==> config.mk <==
export PLATFORM = sky130hd
export DESIGN_NAME = dec_keypad_encoder
export DESIGN_NICKNAME = d
export VERILOG_FILES = /design/src/rtl/dec_keypad_encoder_pkg.sv /design/src/rtl/dec_keypad_encoder_onehot_index.sv /design/src/rtl/dec_keypad_encoder.sv
export SDC_FILE = /design/constraint.sdc
export NUM_CORES = 1
export LEC_CHECK = 0
export CAP_MARGIN = 20
export CORE_ASPECT_RATIO = 1.2
export CORE_MARGIN = 3
export CORE_UTILIZATION = 52
export CTS_BUF_LIST = sky130_fd_sc_hd__clkbuf_2
export DETAILED_ROUTE_END_ITERATION = 7
export MAX_ROUTING_LAYER = met4
export PLACE_DENSITY = 0.77
export REMOVE_ABC_BUFFERS = 1
export SYNTH_ARGS = -nofsm -noshare
export SYNTH_HDL_FRONTEND = slang
export SYNTH_SLANG_ARGS = --single-unit
export TNS_END_PERCENT = 1
==> constraint.sdc <==
create_clock -name clk -period 2.2 [get_ports clk]
set_clock_uncertainty 0.15 [all_clocks]
set_input_delay 0.33 -clock clk [delete_from_list [all_inputs] [get_ports clk]]
set_output_delay 0.33 -clock clk [all_outputs]
set_load 0.01 [all_outputs]
==> src/rtl/dec_keypad_encoder_pkg.sv <==
// Shared types and defaults for the debounced keypad encoder.
package dec_enc_pkg;

   typedef enum logic [1:0] {
      IDLE     = 2'd0,
      DEBOUNCE = 2'd1,
      PRESENT  = 2'd2,
      HELD     = 2'd3
   } kp_state_e;

   localparam int DEF_N_KEYS          = 10;
   localparam int DEF_DEBOUNCE_CYCLES = 4;

endpackage

==> src/rtl/dec_keypad_encoder_onehot_index.sv <==
// Combinational one-hot decoder: bit position of a single set bit plus
// zero / one-hot classification of the vector.
module onehot_index #(
   parameter  int N = 2,
   localparam int W = $clog2(N)
) (
   input  logic [N-1:0] vec,
   output logic [W-1:0] index,
   output logic         is_zero,
   output logic         is_onehot
);

   always_comb begin
      index = '0;
      for (int i = 0; i < N; i++) begin
         if (vec[i]) index = index | W'(i);
      end
   end

   // Clearing the lowest set bit leaves zero only for a single-bit vector.
   assign is_zero   = (vec == '0);
   assign is_onehot = !is_zero && ((vec & (vec - N'(1))) == '0);

endmodule

==> src/rtl/dec_keypad_encoder.sv <==
// Debounced keypad encoder: synchronises one-hot key lines and emits one
// binary code per stable keystroke on a valid/ready port.
module dec_keypad_encoder
   import dec_enc_pkg::*;
#(
   parameter  int N_KEYS          = DEF_N_KEYS,
   parameter  int DEBOUNCE_CYCLES = DEF_DEBOUNCE_CYCLES,
   localparam int W               = $clog2(N_KEYS),
   localparam int CW              = $clog2(DEBOUNCE_CYCLES + 1)
) (
   input  logic              clk,
   input  logic              rst,
   input  logic [N_KEYS-1:0] key_in,
   output logic [W-1:0]      code_out,
   output logic              code_valid,
   input  logic              code_ready,
   output logic              multi_err
);

   localparam logic [CW-1:0] CNT_LAST = CW'(DEBOUNCE_CYCLES - 1);

   logic [N_KEYS-1:0] sync1_q, key_s_q;
   logic [N_KEYS-1:0] pat_q, pat_d;
   logic [CW-1:0]     cnt_q, cnt_d;
   logic [W-1:0]      code_q, code_d;
   logic              valid_q, valid_d;
   logic              err_q, err_d;
   kp_state_e         state_q, state_d;

   logic [W-1:0]      key_idx;
   logic              key_zero, key_onehot;

   always_ff @(posedge clk or posedge rst) begin
      if (rst) begin
         sync1_q <= '0;
         key_s_q <= '0;
      end else begin
         sync1_q <= key_in;
         key_s_q <= sync1_q;
      end
   end

   onehot_index #(.N(N_KEYS)) u_dec (
      .vec       (key_s_q),
      .index     (key_idx),
      .is_zero   (key_zero),
      .is_onehot (key_onehot)
   );

   always_comb begin
      state_d = state_q;
      pat_d   = pat_q;
      cnt_d   = cnt_q;
      code_d  = code_q;
      valid_d = valid_q;
      err_d   = 1'b0;
      case (state_q)
         IDLE: begin
            cnt_d = '0;
            if (key_onehot) begin
               state_d = DEBOUNCE;
               pat_d   = key_s_q;
               cnt_d   = CW'(1);
            end else if (!key_zero) begin
               state_d = HELD;
               err_d   = 1'b1;
            end
         end
         DEBOUNCE: begin
            if (key_s_q == pat_q) begin
               if (cnt_q == CNT_LAST) begin
                  // key_s equals the latched pattern here, so its index is the code
                  state_d = PRESENT;
                  code_d  = key_idx;
                  valid_d = 1'b1;
                  cnt_d   = '0;
               end else begin
                  cnt_d = cnt_q + CW'(1);
               end
            end else begin
               state_d = IDLE;
               cnt_d   = '0;
            end
         end
         PRESENT: begin
            if (valid_q && code_ready) begin
               state_d = HELD;
               valid_d = 1'b0;
            end
         end
         HELD: begin
            if (key_zero) state_d = IDLE;
         end
         default: state_d = IDLE;
      endcase
   end

   always_ff @(posedge clk or posedge rst) begin
      if (rst) begin
         state_q <= IDLE;
         pat_q   <= '0;
         cnt_q   <= '0;
         code_q  <= '0;
         valid_q <= 1'b0;
         err_q   <= 1'b0;
      end else begin
         state_q <= state_d;
         pat_q   <= pat_d;
         cnt_q   <= cnt_d;
         code_q  <= code_d;
         valid_q <= valid_d;
         err_q   <= err_d;
      end
   end

   assign code_out   = code_q;
   assign code_valid = valid_q;
   assign multi_err  = err_q;

endmodule

==> metrics.md, run 1 <==
| Metric | Value |
|---|---|
| Status | complete, no violations |
| Iter 0 DRT Violations | 27 |
| Power per cell area | 580.8 nW/um^2 |
| Vias in the first global route | ~1,200 |
| Largest net degree at the start of global routing | 42 |
| CTS tree | built |
| Number of top-level pins | 19 |
| Peak supply drop | between 0.4 and 0.5 mV |
| Yosys warnings | 0 |
| Max Transition Viols Final | 0 |
| TritonRoute pass-1 iters | 4 |
| EDFF count, synth | 0 |
| Dpl cell area | just over 2000 um^2 |
| F_max | between 400 and 500 MHz |
| Slew headroom | between 60% and 70% |
| Post-DP HPWL | roughly 2300 um |
| Post-CTS Hold Buffers | 0 |
| Share of cells above drive strength 1 | roughly 24% |
| Largest stage delay on the critical path | roughly 0.44 ns |
| Final Setup Violations | 0 |
| Synth cell count leaders | dfrtp_1, xnor2_1, o21ai_0 |
| Nets | approximately 190 |
| Final std cells w/o fill | about 210 |
| CTS Buffer Depth | 2 |
| P_leak | roughly 0.93 nW |
| Drt total wl | around 3000 um |
| GRT Util Overall | about a fifth |
| Post-route cell area | about 2100 um^2 |
| First-pass GRT wire length | roughly 5400 um |
| Crit-path max FO | 5 |
| GRT overflow | 0 |
| Net Switching | slightly below 0.3 mW |
| Via density | between 5 and 6 |
| Slowest CP cell | dfrtp_1 |
| Switching Share | approximately a quarter |
| Crit path DAT | 2.30 ns |
| CP cell instances | nor4_4, xnor2_1, o21a_1, o41a_1, buf_4, mux2_4 |
| WP buf/inv | 1 |
| Worst min path class | in2async |
| Routed vias | ~1,100 |
| Placed instance count | 200 |
| Root Buffer | clkbuf_2 |
| Synth unique cells | 35 |
| Total core area | a little over 3000 um^2 |
| Tmin final | 2.162 ns |
| Number of synthesized register bits | 41 |
| Area growth syn-to-layout | 21.97% |
| Total CTS buffers | 5 |
| Clk slew on worst S/H paths | between 0.15 and 0.2 ns |
| Die area | 4024 um^2 |
| Input/output buffers | 18 |
| RSZ-0062 raised after global routing | true |
| Ys async rst share | between 90% and 100% |
| Top cell type's share of synthesized area | between 50% and 60% |
| Area contributors post-synth | dfrtp_1, mux2_4, xnor2_1 |
| DIE WIDTH | ~60 um |
| Final hold vios | 0 |
| Most frequent cell after synthesis | dfrtp_1 |
| Cell Rows | 22 |
| Setup CP Type | reg2reg |
| Post-DR wirelength/cell | ~15 um |
| Register-to-register setup slack | between 0.03 and 0.04 ns |
| Mean Syn Cell Area | about 13 um^2 |
| Fill count | roughly 240 |
| Clock latency on the worst-skew pair | about 0.38 ns |
| # DRC | 0 |
| Cell accounting for the most synthesized area | dfrtp_1 |
| Worst path top cell family by delay | compound AO/OA/AOI/OAI gates |
| Starting density of the core | roughly 55% |
| ANT nets after route | 0 |
| Max_cap viols | 0 |
| Fin util | between 60% and 70% |
| Sequential power share | between 60 and 70% |
| Top FF cell, synth | dfrtp_1 |
| Sink Count | 41 |
| Startpoint types | register |
| H-tree Lvls | 2 |
| Final period util | 98.25% |
| Synthesized instance count | between 100 and 150 |
| Combinational share of power | 9.3% |
| CP Capture Type | register |
| Power Internal | ~0.9 mW |
| GPL Wtd Cong | between 0.8 and 0.9 |
| Postcts setup bufs | 0 |
| Synthesized area | 1714 um^2 |
| Die height | 68.90 um |
| Initial antenna violation count | 0 |
| Clock Power Share | a little under a quarter |
| Critical Path RT | between 2 and 2.5 ns |
| Post-synthesis sequential area ratio | 59.85% |
| Ant. Diodes | 0 |
| Least-Margin Pin Slew | between 0.5 and 0.6 ns |
-- path summary, 6_finish.rpt --
| kind | cells after the start | to | start |
|---|---|---|---|
| setup / recovery | 6 | pat_q[8] | key_s_q[1] |
| hold / removal | 3 | pat_q[3] | rst |
| setup reg to reg | 6 | pat_q[8] | key_s_q[1] |
| hold reg to reg | 0 | key_s_q[0] | sync1_q[0] |
| max in group asynchronous | 3 | key_s_q[3] | rst |
| min in group clk | 1 | sync1_q[5] | key_in[5] |
-- sequential cells by signal, summed over array words and instances, names as in the netlist --
register / count
cnt_q: 3
sync1_q: 10
multi_err: 1
pat_q: 10
state_q: 2
code_out: 4
code_valid: 1
key_s_q: 10
-- area by class of cell --
class / instances / area, um^2 / area share (%)
sequential: 41 / 1027 / 49.13
multi-input combinational: 85 / 658.1 / 31.48
clock buffer: 5 / 25.02 / 1.197
clock inverter: 3 / 12.51 / 0.5984
timing repair buffer: 35 / 311.5 / 14.90
inverter: 3 / 11.26 / 0.5386
tap: 36 / 45.04 / 2.154
-- stage by stage --
step | TNS [ns] | hold slack, ns | setup slack (ns) | power, mW
floorplan | -0.5859 | 0.1812 | -0.06752 | 0.8794
global placement | 0 | 0.1814 | 0.03753 | 0.9331
detailed placement | -0.1111 | 0.1855 | -0.02301 | 0.9383
CTS | -0.007000 | 0.1769 | -0.007000 | 1.235
global route | -0.2996 | 0.1486 | -0.06508 | 1.278
finish | 0 | 0.1880 | 0.03848 | 1.214
-- cell families after synthesis --
family,share of synthesized area (%)
flops,59.85
simple gates,11.97
compound gates,8.614
xor+xnor,6.131
mux,9.635
buf+inv,3.066
fa+ha+maj,0.7298
-- worst min-delay path: stages --
cell and delay, ns:
clkdlybuf4s50_1 0.39, inv_1 0.05, buf_4 0.42
-- routing by layer --
layer | track usage [%] | share of wire (%)
met3 | 5.028 | 6.0
met2 | 31.15 | 52
met1 | 21.11 | 39
met4 | 8.696 | 2.3
met5 | - | 0
-- power by group through the flow --
| stage | Clock, mW | Combinational (mW) | Sequential (mW) |
|---|---|---|---|
| 2_1_floorplan | 0 | 0.0556 | 0.824 |
| 3_3_place_gp | 0 | 0.111 | 0.823 |
| 3_5_place_dp | 0 | 0.114 | 0.824 |
| 4_1_cts | 0.308 | 0.115 | 0.812 |
| 5_1_grt | 0.337 | 0.125 | 0.817 |
| 6_report | 0.290 | 0.113 | 0.811 |
-- cell usage in the layout, fill, tap and decap left out, types with 2 or more instances in the layout --
master / instances
inv_1: 3
nor3_1: 2
nand2b_1: 2
nor4_1: 2
dfrtp_1: 40
xnor2_1: 11
buf_4: 16
clkinv_1: 2
o21ai_0: 7
nand3_1: 4
mux2_2: 4
clkdlybuf4s50_1: 18
nand3b_1: 2
nor2_1: 7
nand4_1: 2
nand2_1: 8
clkbuf_2: 5
mux2_4: 8
o21ai_1: 3
o21a_1: 3
-- timing repair --
item                                    in CTS  in global routing
pin swaps                                    0                  4
resized for setup                            5                  5
endpoints found under the setup margin       9                 14
Note: power is estimated with default switching activity, not from simulation.
==> run 2: changes to the inputs <==
--- a/config.mk
+++ b/config.mk
@@ -8,11 +8,11 @@
 export CAP_MARGIN = 20
 export CORE_ASPECT_RATIO = 1.2
 export CORE_MARGIN = 3
-export CORE_UTILIZATION = 52
+export CORE_UTILIZATION = 62
 export CTS_BUF_LIST = sky130_fd_sc_hd__clkbuf_2
 export DETAILED_ROUTE_END_ITERATION = 7
 export MAX_ROUTING_LAYER = met4
-export PLACE_DENSITY = 0.77
+export PLACE_DENSITY = 0.87
 export REMOVE_ABC_BUFFERS = 1
 export SYNTH_ARGS = -nofsm -noshare
 export SYNTH_HDL_FRONTEND = slang
==> constraint.sdc (replaced) <==
create_clock -name clk -period 2.6 [get_ports clk]
set_clock_uncertainty 0.15 [all_clocks]
set_input_delay 0.39 -clock clk [delete_from_list [all_inputs] [get_ports clk]]
set_output_delay 0.39 -clock clk [all_outputs]
set_load 0.01 [all_outputs]
==> run 2 against run 1 <==
Net effect: sequential power shrank 15%; via count shrank 3.9%; setup slack better by 0.066 ns; critical path type unchanged; highest routed layer unchanged.
==> metrics.md, run 2 (synthesis results as in run 1) <==
| Metric | Value |
|---|---|
| Total core area | 2577 um^2 (was 3110 um^2) |
| ANT nets after route | 0 (unchanged) |
| Final hold vios | 0 (unchanged) |
| Cell Rows | 20 (was 22) |
| Post-cts sizing count | 0 (was 5) |
| Worst Hold Depth | 0 |
| Postcts setup bufs | 0 (unchanged) |
| Via density | 5.779 (was 5.495) |
| Setup WS post-layout | 0.1045 ns (was 0.03848 ns) |
| Total CTS buffers | 5 (unchanged) |
| Hold_sp | sync1_q[6] |
| Iter 0 DRT Violations | 46 (was 27) |
| RSZ-0062 raised after global routing | false (was true) |
| Most frequent cells in the layout | dfrtp_1, clkdlybuf4s50_1, xnor2_1 (was dfrtp_1, clkdlybuf4s50_1, buf_4) |
| Regs by FF count | key_s_q x10, pat_q x10, sync1_q x10 (unchanged) |
| Max_cap viols | 0 (unchanged) |
| CP Capture Type | register (unchanged) |
| Nets | 170 (was 185) |
| Peak supply drop | 0.4598 mV (was 0.4331 mV) |
| Share of cells above drive strength 1 | 15.92% (was 24.42%) |
| Power per cell area | 567.7 nW/um^2 (was 580.8 nW/um^2) |
| Post-route cell area | 1973 um^2 (was 2091 um^2) |
| Clock latency on the worst-skew pair | 0.39 ns (was 0.38 ns) |
| # DRC | 0 (unchanged) |
| Die area | 3434 um^2 (was 4024 um^2) |
| Vias in the first global route | 1,133 (was 1,185) |
| Pre-CTS WS | 0.1333 ns (was -0.02301 ns) |
| Tmin final | 2.496 ns (was 2.162 ns) |
| Startpoint types | register (unchanged) |
| Dpl cell area | 1909 um^2 (was 2026 um^2) |
| Drt total wl | 2920 um (was 3032 um) |
| Final period util | 95.98% (was 98.25%) |
| Clk slew on worst S/H paths | 0.17 ns (was 0.19 ns) |
| Area growth syn-to-layout | 15.11% (was 21.97%) |
| Most common cell after layout, fill and taps aside | dfrtp_1 (unchanged) |
| Sink Count | 41 (unchanged) |
| Hold EP | key_s_q[6] |
| F_max | 400.7 MHz (was 462.6 MHz) |
| RR Endpoint | pat_q[8] (unchanged) |
| Ant. Diodes | 0 (unchanged) |
| Slew headroom | 53.04% (was 65.43%) |
| Max Transition Viols Final | 0 (unchanged) |
| GPL Wtd Cong | 0.8948 (was 0.8598) |
| Worst-case reg-to-reg path depth | 5 (was 6) |
| Status | complete, no violations (unchanged) |
| First-pass GRT wire length | 5099 um (was 5361 um) |
| FF-to-FF Start | key_s_q[1] (unchanged) |
| Register-to-register setup slack | 0.10 ns (was 0.04 ns) |
| Post-CTS Hold Buffers | 0 (unchanged) |
| Die height | 63.60 um (was 68.90 um) |
| Root Buffer | clkbuf_2 (unchanged) |
| GRT overflow | 0 (unchanged) |
| Least-Margin Pin Slew | 0.7044 ns (was 0.5055 ns) |
| Post-DR wirelength/cell | 15.37 um (was 14.58 um) |
| Setup CP Type | reg2reg (unchanged) |
| Starting density of the core | 66.50% (was 55.11%) |
| CTS tree | built (unchanged) |
| Number of top-level pins | 19 (unchanged) |
| Initial antenna violation count | 0 (unchanged) |
| Largest net degree at the start of global routing | 42 (unchanged) |
| Post-DP HPWL | 2140 um (was 2291 um) |
| Worst min path class | reg2reg (was in2async) |
| DIE WIDTH | 54 um (was 58.41 um) |
| Final std cells w/o fill | 190 (was 208) |
| Placed instance count | 182 (was 200) |
| H-tree Lvls | 2 (unchanged) |
| P_leak | 0.8694 nW (was 0.9326 nW) |
| Final TNS setup | 0 ns (unchanged) |
| Routed vias | 1,098 (was 1,143) |
| Crit path DAT | 2.63 ns (was 2.30 ns) |
| CTS Buffer Depth | 2 (unchanged) |
| GRT Util Overall | 21.18% (was 18.75%) |
| Input/output buffers | 18 (unchanged) |
| TritonRoute pass-1 iters | 4 (unchanged) |
| Critical Path RT | 2.74 ns (was 2.34 ns) |
| Crit-path max FO | 11 (was 5) |
| Final Setup Violations | 0 (unchanged) |
-- run 2: how the worst max path moves through the flow --
| stage | from | end | slack, ns | cells after the start |
|---|---|---|---|---|
| 6_report | key_s_q[1] | pat_q[8] | 0.10 | 5 |
| 4_1_cts | key_s_q[1] | pat_q[8] | 0.1 | 5 |
| 3_3_place_gp | key_s_q[1] | pat_q[8] | 0.23 | 5 |
| 5_1_grt | key_s_q[1] | pat_q[1] | 0.02 | 5 |
| 2_1_floorplan | key_s_q[1] | pat_q[0] | 0.33 | 5 |
| 3_5_place_dp | key_s_q[1] | pat_q[1] | 0.13 | 5 |
-- run 2: cell type report --
class / instances / area (um^2)
clock buffers: 6 / 30.03
clock inverters: 2 / 33.78
fillers: 167 / 604.3
inverters: 3 / 11.26
multi-input cells: 85 / 635.6
flip-flops and latches: 41 / 1026
well taps: 33 / 41.29
repair buffers: 20 / 195.2
-- run 2: per-layer routing --
layer / GRT usage (%) / vias to the layer above / wire length, um
met5: - / - / 0
li1: - / 517 / -
met1: 24.44 / 534 / 1214
met4: 8.411 / 0 / 51
met3: 6.383 / 7 / 158
met2: 33.79 / 40 / 1495
-- run 2: critical path, cell delays in order, from the launching register on --
cell and delay (ns):
dfrtp_1 0.50, nor4_2 0.39, xnor2_1 0.12, o21a_1 0.18, o41a_1 0.67, mux2_4 0.39
-- run 2: per-stage QoR --
stage               hold slack, ns  utilization, %  total power [mW]
global placement            0.1816           74.08            0.7765
floorplan                   0.1812               -            0.7441
global route                0.2298           76.55             1.164
detailed placement          0.1863           74.08            0.7820
CTS                         0.2222           76.55             1.133
finish                      0.2213           76.55             1.120
-- run 2: where the power goes --
group / switching, mW / leakage (nW) / internal [mW]
registers: 0.0311 / 0.518 / 0.662
logic: 0.0316 / 0.311 / 0.0450
clock network: 0.186 / 0.0406 / 0.164
==> run 3: changes to the inputs <==
--- a/config.mk
+++ b/config.mk
@@ -8,11 +8,11 @@
 export CAP_MARGIN = 20
 export CORE_ASPECT_RATIO = 1.2
 export CORE_MARGIN = 3
-export CORE_UTILIZATION = 62
+export CORE_UTILIZATION = 57
 export CTS_BUF_LIST = sky130_fd_sc_hd__clkbuf_2
 export DETAILED_ROUTE_END_ITERATION = 7
 export MAX_ROUTING_LAYER = met4
-export PLACE_DENSITY = 0.87
+export PLACE_DENSITY = 0.81
 export REMOVE_ABC_BUFFERS = 1
 export SYNTH_ARGS = -nofsm -noshare
 export SYNTH_HDL_FRONTEND = slang
==> constraint.sdc (replaced) <==
create_clock -name clk -period 2.7 [get_ports clk]
set_clock_uncertainty 0.15 [all_clocks]
set_input_delay 0.405 -clock clk [delete_from_list [all_inputs] [get_ports clk]]
set_output_delay 0.405 -clock clk [all_outputs]
set_load 0.01 [all_outputs]
==> run 3 against run 2 <==
Net effect: largest cell class unchanged; setup slack better by 0.092 ns; fmax down 0.33%; combinational power down 8.2%; sequential share of layout area grew 0.099 points; clock power fell by 2%.
==> metrics.md, run 3 (synthesis results as in run 1) <==
| Metric | Value |
|---|---|
| Total CTS buffers | 5 (unchanged) |
| Die area | 3704 um^2 (was 3434 um^2) |
| Via density | 5.763 (was 5.779) |
| Largest stage delay on the critical path | 0.66 ns (was 0.67 ns) |
| Post-route cell area | 1969 um^2 (was 1973 um^2) |
| Least-Margin Pin Slew | 0.6752 ns (was 0.7044 ns) |
| CP cell instances | nor4_2, xnor2_1, o21a_1, o41a_1, mux2_4 (unchanged) |
| Ant. Diodes | 0 (unchanged) |
| Most common cell after layout, fill and taps aside | dfrtp_1 (unchanged) |
| Slowest CP cell | o41a_1 (unchanged) |
| Worst Hold Depth | 0 (unchanged) |
| ANT nets after route | 0 (unchanged) |
| Hold_sp | sync1_q[1] (was sync1_q[6]) |
| WP buf/inv | 0 (unchanged) |
| Dpl cell area | 1903 um^2 (was 1909 um^2) |
| Clock latency on the worst-skew pair | 0.40 ns (was 0.39 ns) |
| Total Power Consumption | 1.081 mW (was 1.120 mW) |
| F_max | 399.4 MHz (was 400.7 MHz) |
| Worst min path class | reg2reg (unchanged) |
| CTS tree | built (unchanged) |
| Postcts setup bufs | 0 (unchanged) |
| Final hold vios | 0 (unchanged) |
| Crit path DAT | 2.65 ns (was 2.63 ns) |
| Startpoint types | register (unchanged) |
| Fin Hold WS | 0.2153 ns (was 0.2213 ns) |
| GRT Util Overall | 18.83% (was 21.18%) |
| Nets | 169 (was 170) |
| FF-to-FF Start | key_s_q[1] (unchanged) |
| TritonRoute pass-1 iters | 4 (unchanged) |
| RR Endpoint | pat_q[4] (was pat_q[8]) |
| Area growth syn-to-layout | 14.89% (was 15.11%) |
| Post-cts sizing count | 0 (unchanged) |
| Max_cap viols | 0 (unchanged) |
| Regs by FF count | key_s_q x10, pat_q x10, sync1_q x10 (unchanged) |
| First-pass GRT wire length | 4988 um (was 5099 um) |
| Routed vias | 1,095 (was 1,098) |
| GPL Wtd Cong | 0.8286 (was 0.8948) |
| Peak supply drop | 0.4957 mV (was 0.4598 mV) |
| H-tree Lvls | 2 (unchanged) |
| Drt total wl | 2852 um (was 2920 um) |
| Power per cell area | 549.0 nW/um^2 (was 567.7 nW/um^2) |
| Number of top-level pins | 19 (unchanged) |
| Sink Count | 41 (unchanged) |
| DIE WIDTH | 56.06 um (was 54 um) |
| Worst path top cell family by delay | compound AO/OA/AOI/OAI gates (unchanged) |
| Hold EP | key_s_q[1] (was key_s_q[6]) |
| Initial antenna violation count | 0 (unchanged) |
| # DRC | 0 (unchanged) |
| Total core area | 2838 um^2 (was 2577 um^2) |
| Iter 0 DRT Violations | 29 (was 46) |
| CP Capture Type | register (unchanged) |
| Final period util | 92.74% (was 95.98%) |
| GRT overflow | 0 (unchanged) |
| CTS Buffer Depth | 2 (unchanged) |
| Slew headroom | 54.98% (was 53.04%) |
| RSZ-0062 raised after global routing | false (unchanged) |
| Starting density of the core | 60.41% (was 66.50%) |
| Vias in the first global route | 1,097 (was 1,133) |
| Post-CTS Hold Buffers | 0 (unchanged) |
| Worst-case reg-to-reg path depth | 5 (unchanged) |
| Share of cells above drive strength 1 | 15.38% (was 15.92%) |
| Final Setup Violations | 0 (unchanged) |
| Max Transition Viols Final | 0 (unchanged) |
| Clk slew on worst S/H paths | 0.20 ns (was 0.17 ns) |
| Final TNS setup | 0 ns (unchanged) |
| Status | complete, no violations (unchanged) |
| Largest net degree at the start of global routing | 42 (unchanged) |
| Post-DP HPWL | 2091 um (was 2140 um) |
| Post-DR wirelength/cell | 15.01 um (was 15.37 um) |
| Register-to-register setup slack | 0.20 ns (was 0.10 ns) |
| Die height | 66.07 um (was 63.60 um) |
| Cell Rows | 21 (was 20) |
| Tmin final | 2.504 ns (was 2.496 ns) |
| Crit-path max FO | 11 (unchanged) |
| Fill count | 209 (was 167) |
| Input/output buffers | 18 (unchanged) |
| Root Buffer | clkbuf_2 (unchanged) |
| Setup CP Type | reg2reg (unchanged) |
| P_leak | 0.8606 nW (was 0.8694 nW) |
| Critical Path RT | 2.85 ns (was 2.74 ns) |
| Most frequent cells in the layout | dfrtp_1, clkdlybuf4s50_1, xnor2_1 (unchanged) |
run 3: changes by cell type in the layout (fill, tap and decap cells not counted):
cell	change
buf_4	-1
clkbuf_2	-1
clkinvlp_4	+1
run 3: worst max-delay path by stage:
stage / start / to / slack [ns] / depth (start not counted)
3_3_place_gp: key_s_q[1] / pat_q[9] / 0.33 / 5
3_5_place_dp: key_s_q[1] / pat_q[4] / 0.26 / 5
2_1_floorplan: key_s_q[1] / pat_q[0] / 0.43 / 5
6_report: key_s_q[1] / pat_q[4] / 0.20 / 5
4_1_cts: key_s_q[1] / pat_q[4] / 0.20 / 5
5_1_grt: key_s_q[1] / pat_q[4] / 0.07 / 5
run 3: per-stage QoR:
stage / worst slack (ns) / std cells / utilization, %
6_report: 0.1961 / 190 / 69.40
3_5_place_dp: 0.2551 / 182 / 67.06
4_1_cts: 0.2016 / 190 / 69.40
5_1_grt: 0.07277 / 190 / 69.40
2_1_floorplan: 0.4325 / 129 / -
3_3_place_gp: 0.3262 / 182 / 67.06
run 3: power by group:
part           internal (mW)  total (mW)  switching, mW
combinational         0.0423      0.0703         0.0280
sequential             0.638       0.668         0.0308
clock                  0.153       0.343          0.189
total                  0.833        1.08          0.248
run 3: routing by layer:
| layer | up-vias | global-route usage [%] | share of wire, % |
|---|---|---|---|
| met5 | - | - | 0 |
| met4 | 0 | 11.57 | 1.8 |
| met3 | 6 | 4.883 | 4.8 |
| met2 | 35 | 30.41 | 52 |
| met1 | 542 | 20.98 | 41 |
| li1 | 512 | - | - |
run 3: cell type report:
| cell class | count | area (um^2) | share of cell area (%) |
|---|---|---|---|
| well taps | 34 | 42.54 | 2.160 |
| inverters | 3 | 11.26 | 0.5718 |
| clock inverters | 3 | 41.29 | 2.097 |
| flip-flops and latches | 41 | 1026 | 52.10 |
| multi-input cells | 85 | 635.6 | 32.27 |
| repair buffers | 19 | 187.7 | 9.530 |
| clock buffers | 5 | 25.02 | 1.271 |
